**src/rtl/pcap_replay_scheduler.sv**
```systemverilog
// rtl/pcap_replay_scheduler.sv - replays stored packets from memory for a set number of passes
// Zero-latency stream pass-through gated by a RUN/REWIND/DRAIN control FSM.
module pcap_replay_scheduler #(
  parameter int C_M_AXIS_DATA_WIDTH  = 256,
  parameter int C_M_AXIS_TUSER_WIDTH = 128,
  parameter int C_CNT_WIDTH          = 32
) (
  input  logic                               axi_aclk,
  input  logic                               axi_aresetn,
  input  logic                               sw_rst,
  input  logic                               replay_start,
  input  logic                               replay_stop,
  input  logic [C_CNT_WIDTH-1:0]             replay_iter,
  input  logic [C_CNT_WIDTH-1:0]             replay_pkt_cnt,
  input  logic [C_M_AXIS_DATA_WIDTH-1:0]     s_axis_tdata,
  input  logic [C_M_AXIS_DATA_WIDTH/8-1:0]   s_axis_tstrb,
  input  logic [C_M_AXIS_TUSER_WIDTH-1:0]    s_axis_tuser,
  input  logic                               s_axis_tvalid,
  input  logic                               s_axis_tlast,
  output logic                               s_axis_tready,
  output logic [C_M_AXIS_DATA_WIDTH-1:0]     m_axis_tdata,
  output logic [C_M_AXIS_DATA_WIDTH/8-1:0]   m_axis_tstrb,
  output logic [C_M_AXIS_TUSER_WIDTH-1:0]    m_axis_tuser,
  output logic                               m_axis_tvalid,
  output logic                               m_axis_tlast,
  input  logic                               m_axis_tready,
  output logic                               mem_rd_en,
  output logic                               mem_rewind,
  output logic                               replay_busy,
  output logic [C_CNT_WIDTH-1:0]             iter_done_cnt,
  output logic [C_CNT_WIDTH-1:0]             pkt_sent_cnt
);

  localparam logic [C_CNT_WIDTH-1:0] CNT_ONE = 1;

  typedef enum logic [1:0] {IDLE, RUN, REWIND, DRAIN} state_t;

  state_t                 state;
  logic                   in_pkt;
  logic [C_CNT_WIDTH-1:0] iter_lat;
  logic [C_CNT_WIDTH-1:0] pkt_lat;
  logic [C_CNT_WIDTH-1:0] pass_cnt;
  logic                   pass_en;
  logic                   beat;
  logic                   pass_end;
  logic                   last_pass;

  assign pass_en = (state == RUN) || (state == DRAIN);

  assign m_axis_tdata  = s_axis_tdata;
  assign m_axis_tstrb  = s_axis_tstrb;
  assign m_axis_tuser  = s_axis_tuser;
  assign m_axis_tlast  = s_axis_tlast;
  assign m_axis_tvalid = pass_en & s_axis_tvalid;
  assign s_axis_tready = pass_en & m_axis_tready;

  assign beat      = m_axis_tvalid & m_axis_tready;
  assign pass_end  = beat & s_axis_tlast & (pass_cnt == pkt_lat - CNT_ONE);
  assign last_pass = (iter_lat != '0) && (iter_done_cnt + CNT_ONE == iter_lat);

  assign mem_rd_en   = pass_en;
  assign mem_rewind  = (state == REWIND);
  assign replay_busy = (state != IDLE);

  always_ff @(posedge axi_aclk or negedge axi_aresetn) begin
    if (!axi_aresetn) begin
      state         <= IDLE;
      in_pkt        <= 1'b0;
      iter_lat      <= '0;
      pkt_lat       <= '0;
      pass_cnt      <= '0;
      iter_done_cnt <= '0;
      pkt_sent_cnt  <= '0;
    end else if (sw_rst) begin
      state         <= IDLE;
      in_pkt        <= 1'b0;
      iter_lat      <= '0;
      pkt_lat       <= '0;
      pass_cnt      <= '0;
      iter_done_cnt <= '0;
      pkt_sent_cnt  <= '0;
    end else begin
      case (state)
        IDLE: begin
          if (replay_start && !replay_stop && (replay_pkt_cnt != '0)) begin
            iter_lat      <= replay_iter;
            pkt_lat       <= replay_pkt_cnt;
            pass_cnt      <= '0;
            iter_done_cnt <= '0;
            pkt_sent_cnt  <= '0;
            in_pkt        <= 1'b0;
            state         <= RUN;
          end
        end
        RUN, DRAIN: begin
          if (beat) begin
            if (s_axis_tlast) begin
              in_pkt       <= 1'b0;
              pkt_sent_cnt <= pkt_sent_cnt + CNT_ONE;
              if (pass_end) begin
                iter_done_cnt <= iter_done_cnt + CNT_ONE;
                pass_cnt      <= '0;
              end else begin
                pass_cnt <= pass_cnt + CNT_ONE;
              end
              // A stop or drain at a packet boundary always ends the run without rewinding.
              if ((state == DRAIN) || replay_stop || (pass_end && last_pass))
                state <= IDLE;
              else if (pass_end)
                state <= REWIND;
            end else begin
              in_pkt <= 1'b1;
              if (replay_stop)
                state <= DRAIN;
            end
          end else if ((state == RUN) && replay_stop) begin
            state <= in_pkt ? DRAIN : IDLE;
          end
        end
        REWIND: state <= replay_stop ? IDLE : RUN;
        default: state <= IDLE;
      endcase
    end
  end

endmodule

```
**config.mk**
```make
export PLATFORM = sky130hd
export DESIGN_NAME = pcap_replay_scheduler
export DESIGN_NICKNAME = d
export VERILOG_FILES = /design/src/rtl/pcap_replay_scheduler.sv
export SDC_FILE = /design/constraint.sdc
export NUM_CORES = 1
export LEC_CHECK = 0
export ABC_AREA = 1
export CAP_MARGIN = 10
export CELL_PAD_IN_SITES_DETAIL_PLACEMENT = 1
export CELL_PAD_IN_SITES_GLOBAL_PLACEMENT = 1
export CORE_AREA = 2 2 380 382
export CTS_BUF_LIST = sky130_fd_sc_hd__clkbuf_4 sky130_fd_sc_hd__clkbuf_8
export DETAILED_ROUTE_END_ITERATION = 12
export DIE_AREA = 0 0 382 384
export HOLD_SLACK_MARGIN = 0.05
export PLACE_DENSITY = 0.38
export SLEW_MARGIN = 25
export SYNTH_ARGS = -nofsm -noshare
export SYNTH_HDL_FRONTEND = slang
export SYNTH_SLANG_ARGS = --single-unit
```
**constraint.sdc**
```tcl
create_clock -name axi_aclk -period 3.53 [get_ports axi_aclk]
set_clock_uncertainty 0.1 [all_clocks]
set_input_delay 0.706 -clock axi_aclk [delete_from_list [all_inputs] [get_ports axi_aclk]]
set_output_delay 0.706 -clock axi_aclk [all_outputs]
set_load 0.03 [all_outputs]
```
# Word level (Yosys, flattened, before mapping)
# Index checks and enable logic that the tools add are counted.
# classes
add_sub_neg	4
eq_ne	12
n_mux	37
n_bitwise	5
reduce_logical	22
# ops
cell	n
$mux 32	18
$pmux 32 s2	3
$add 32x1->32 const B	3
$eq 32x32->1	2
$reduce_bool 32->1	2
$sub 32x1->32 const B	1
$mux 2	9
$ne 3x3->1 const B	4
$reduce_and 4->1	2
$ne 6x6->1 const B	1
$pmux 2 s3	1
$reduce_bool 2->1	3
$and 1x1->1	5
$logic_and 1x1->1	5
$mux 1	5
$ne 5x5->1 const B	1
$reduce_and 5->1	1
$eq 2x2->1 const B	2
$ne 4x4->1 const B	1
$logic_or 1x1->1	3
$reduce_and 3->1	1
$reduce_bool 3->1	1
$eq 2x1->1 const B	1
$logic_not 2->1	1
other kinds (4)	4
# word_totals
reg_bits	163
in_bits	488
wordCells	87

# Longest topological paths before layout
# depth
word_depth	13
ltp_mapped	20
depth_no_buf	20

# Worst setup path after synthesis
# No wires, ideal clock.
# synth_timing
path_type	input-to-reg
from	input port replay_pkt_cnt[13]
to	register pkt_sent_cnt[17]
arrival_time_ps	2243
t_required_ps	3298
setup_slack_ps	1055
cell_stages	10
n_path_buf	2
path_cell_list	nor4_1 -> nand4_1 -> o21ai_0 -> nand2_1 -> nand3_1 -> buf_2 -> clkbuf_1 -> nor2_1 -> xnor2_1 -> nor2_1
# synth_via
elab_chain_len	4
# synth_rtl
element	line	source
start, declared	14	input logic [C_CNT_WIDTH-1:0] replay_pkt_cnt,
$reduce_bool 32->1	85	if (replay_start && !replay_stop && (replay_pkt_cnt != '0)) begin
$logic_and 1x1->1	85	
$ne 3x3->1 (no line)	-	
$reduce_and 4->1 (no line)	-	
end signal, assigned	99	pkt_sent_cnt <= pkt_sent_cnt + CNT_ONE;
end, declared	31	output logic [C_CNT_WIDTH-1:0] pkt_sent_cnt
# No other way between the ends.
# A chain may end at the register's enable or synchronous reset.

# Final worst setup path
# layout_timing
from	register state[0]
to	output port mem_rewind
# layout_via
elab_chain_len	1
# layout_rtl
element	line	source
start, declared	38	state_t state;
start signal, assigned	117	state <= in_pkt ? DRAIN : IDLE;
start signal, assigned	120	REWIND: state <= replay_stop ? IDLE : RUN;
$eq 2x2->1	62	assign mem_rewind = (state == REWIND);
end, declared	28	output logic mem_rewind,
# No other way between the ends.

==> results.yml <==
yosys:
  synth_ff_type: "dfrtp_1"
  async_flop_share_pct: 100
  syn_area_per_cell_um2: 6.97
  yosysSeqAreaShare_pct: 29.7
  synth_edf_count: 0
  syn_nets: 2463
  syn_inst: 1971
  synth_area_mm2: 0.0137
  synthDistinctLibCells: 43
  yosys_warnings: 0
  ys_ff_latch: 163
clocking:
  cts_tree: "yes"
  clk_pin_slew_worst_paths_ns: 0.10
  cts.sinks: 163
  ctsLongestPathBuffers: 2
  clock_latency_ns: 0.62
  cts-root-buf: "clkbuf_8"
  h-tree-depth: 4
  cts-buffers-inserted: 17
hold_path:
  hp-class: "reg -> reg"
  min_path_cells: 2
  hold_end: "in_pkt"
  hp-start: "in_pkt"
drt:
  drt-pass1-iter-count: 4
  post-route-drc-count: 0
  routed_wirelength_mm: 64.7
  routed_via_density: 3.13
  avgRoutedWirePerCell_um: 17.6
  detail-route-antenna-nets: 0
  via_count: 11527
  drtIter0Drc: 389
floorplan:
  core-area_mm2: 0.143
  ios: 974
  rows: 139
  dieWidth_um: 382
  fp.dieH_um: 384
  die_area_mm2: 0.147
  start_util_pct: 9.63
worst_setup_path:
  cp_max_fo: 8
  worstPathArrival_ns: 2.39
  cp.required_ns: 2.72
  rr_endpoint: "state[1]"
  worst-setup-path-type: "reg -> out"
  crit_family: "buffers and inverters"
  crit_chain: "buf_4 -> nor2_1 -> clkdlybuf4s50_1"
  crit_buf_inv: 2
  crit_path_top_delay_cell: "clkdlybuf4s50_1"
  regToRegSetupSlack_ns: 0.35
  r2r_cells: 16
  cp_slowest_stage_delay_ns: 0.76
  start_kind: "flop"
  reg2reg_from: "iter_done_cnt[3]"
  cp-end-kind: "primary output"
job:
  drv_cap: 0
timing:
  totalNegativeSetupSlack_ns: 0
  setup_viol: 0
  fin_crit_ns: 3.20
  slew_headroom_pct: 54.2
  post-route-period-util_pct: 90.6
  drv_slew: 0
  worstMarginPinSlew_ns: 0.687
  hold_viol_final: 0
  fmax_mhz: 313
  whs_ns: 0.423
  grt_setup_unrepaired: "false"
global_route:
  grt_pass1_vias: 12497
  grt_first_pass_wirelength_mm: 91.8
  grt_max_degree: 87
  antenna_found_initial: 9
  grt_overflow: 0
  track_usage_pct: 8.73
finish:
  syn_to_final_growth_pct: 12.1
  final_cell_mix: "367 x nand2_1, 225 x nor2_1, 194 x inv_1"
  drive_above_1_share_pct: 8.52
  seq_area_mm2: 0.00408
  nets: 2252
  final_core_util_pct: 10.8
  multi_input_area_mm2: 0.00560
  fillers: 17144
  layout_commonest_cell: "nand2_1"
place:
  portBuffers: 141
  gp_congestion: 0.725
  dp_hpwl_mm: 52.1
status:
  outcome: "finished, final reports clean"
power_and_ir_drop:
  peakVddDrop_mv: 0.336
  pwr_density_cell_mw_per_mm2: 539
  power.total_mw: 8.31
  leakage_nw: 5.94
-- cell type report --
| type | instances | area share [%] |
|---|---|---|
| clock inverters | 12 | 0.861 |
| repair buffers | 233 | 14.2 |
| flip-flops and latches | 163 | 26.5 |
| diodes | 3 | 0.0487 |
| inverters | 201 | 4.91 |
| multi-input cells | 1144 | 36.3 |
| well taps | 1903 | 15.5 |
| clock buffers | 20 | 1.75 |
-- worst max-delay path by stage --
stage / startpoint / to / slack (ns) / cells past startpoint
2_1_floorplan: replay_pkt_cnt[13] / pkt_sent_cnt[17] / 1.05 / 10
3_3_place_gp: replay_pkt_cnt[0] / pkt_sent_cnt[9] / -0.37 / 12
3_5_place_dp: replay_pkt_cnt[1] / pkt_sent_cnt[20] / -0.38 / 13
4_1_cts: iter_done_cnt[0] / state[1] / 0.1 / 16
5_1_grt: pkt_lat[0] / iter_done_cnt[5] / 0.007 / 18
6_report: state[0] / mem_rewind / 0.33 / 3
-- sequential cells by signal (all words and copies together) (netlist names) --
signal	cells
pass_cnt	32
pkt_lat	32
pkt_sent_cnt	32
in_pkt	1
iter_done_cnt	32
iter_lat	32
state	2
-- tightest hold or removal path: stages, from the launching register on --
cell	delay, ns
dfrtp_1	0.37
inv_1	0.06
a21oi_1	0.06
-- cell families (layout without fill, tap and decap cells) --
kind of cell | after synthesis | in the layout | share of synthesized area (%)
AND/OR/NAND/NOR | 904 | 904 | 28.7
adder cells (fa/ha/maj) | 4 | 4 | 0.364
flip-flops | 163 | 163 | 29.7
buffers and inverters | 664 | 466 | 29.8
AO/OA/AOI/OAI | 153 | 153 | 5.84
XOR/XNOR | 83 | 83 | 5.59
other | 0 | 3 | 0
-- routing by layer --
layer	vias to the layer above	GRT usage, %	share of wire (%)
met3	258	3.36	8.1
li1	5423	-	-
met5	-	1.04	0.34
met4	8	4.02	3.8
met1	5320	9.87	41
met2	518	14.4	47
-- metrics by stage --
stage	cell area, µm²	instances	setup WS (ns)
finish	15400	3679	0.334
global route	15400	3678	0.00706
CTS	15400	3676	0.0974
detailed placement	15000	3643	-0.385
global placement	15000	3643	-0.374
floorplan	13700	1971	1.05
-- Yosys cell counts, types with 2 or more instances --
cell type | count | area share [%]
a21oi_1 | 16 | 0.58
a22oi_1 | 2 | 0.11
a31oi_1 | 3 | 0.14
buf_1 | 2 | 0.055
buf_2 | 11 | 0.40
buf_4 | 419 | 23
buf_6 | 3 | 0.25
clkbuf_1 | 28 | 0.76
clkinv_1 | 3 | 0.082
dfrtp_1 | 163 | 30
ha_1 | 4 | 0.36
inv_1 | 195 | 5.3
inv_2 | 3 | 0.082
nand2_1 | 367 | 10
nand2_2 | 4 | 0.18
nand3_1 | 173 | 6.3
nand3b_1 | 4 | 0.22
nand4_1 | 53 | 2.4
nor2_1 | 229 | 6.3
nor2_2 | 9 | 0.41
nor3_1 | 37 | 1.3
nor3b_1 | 8 | 0.44
nor4_1 | 12 | 0.55
o21ai_0 | 88 | 3.2
o21ai_1 | 32 | 1.2
o21bai_1 | 4 | 0.22
o22ai_1 | 2 | 0.091
or2_2 | 2 | 0.091
xnor2_1 | 20 | 1.3
xnor3_1 | 3 | 0.49
xor2_1 | 60 | 3.8
-- where the power goes --
group | internal (mW) | switching (mW) | leakage (nW) | total (mW)
clock network | 0.631 | 0.985 | 0.210 | 1.62
registers | 2.22 | 0.458 | 2.21 | 2.68
logic | 1.31 | 2.70 | 3.52 | 4.01
-- what timing repair did --
action / in CTS / in global routing
endpoints found under the hold margin: 49 / 0
pin swaps: 0 / 1
gates resized for setup: 3 / 1
gates cloned: 0 / 0
hold buffers: 1 / 0
setup endpoints to repair: 1 / 2
buffers inserted: 0 / 0
Power figures use the tool's default switching activity.
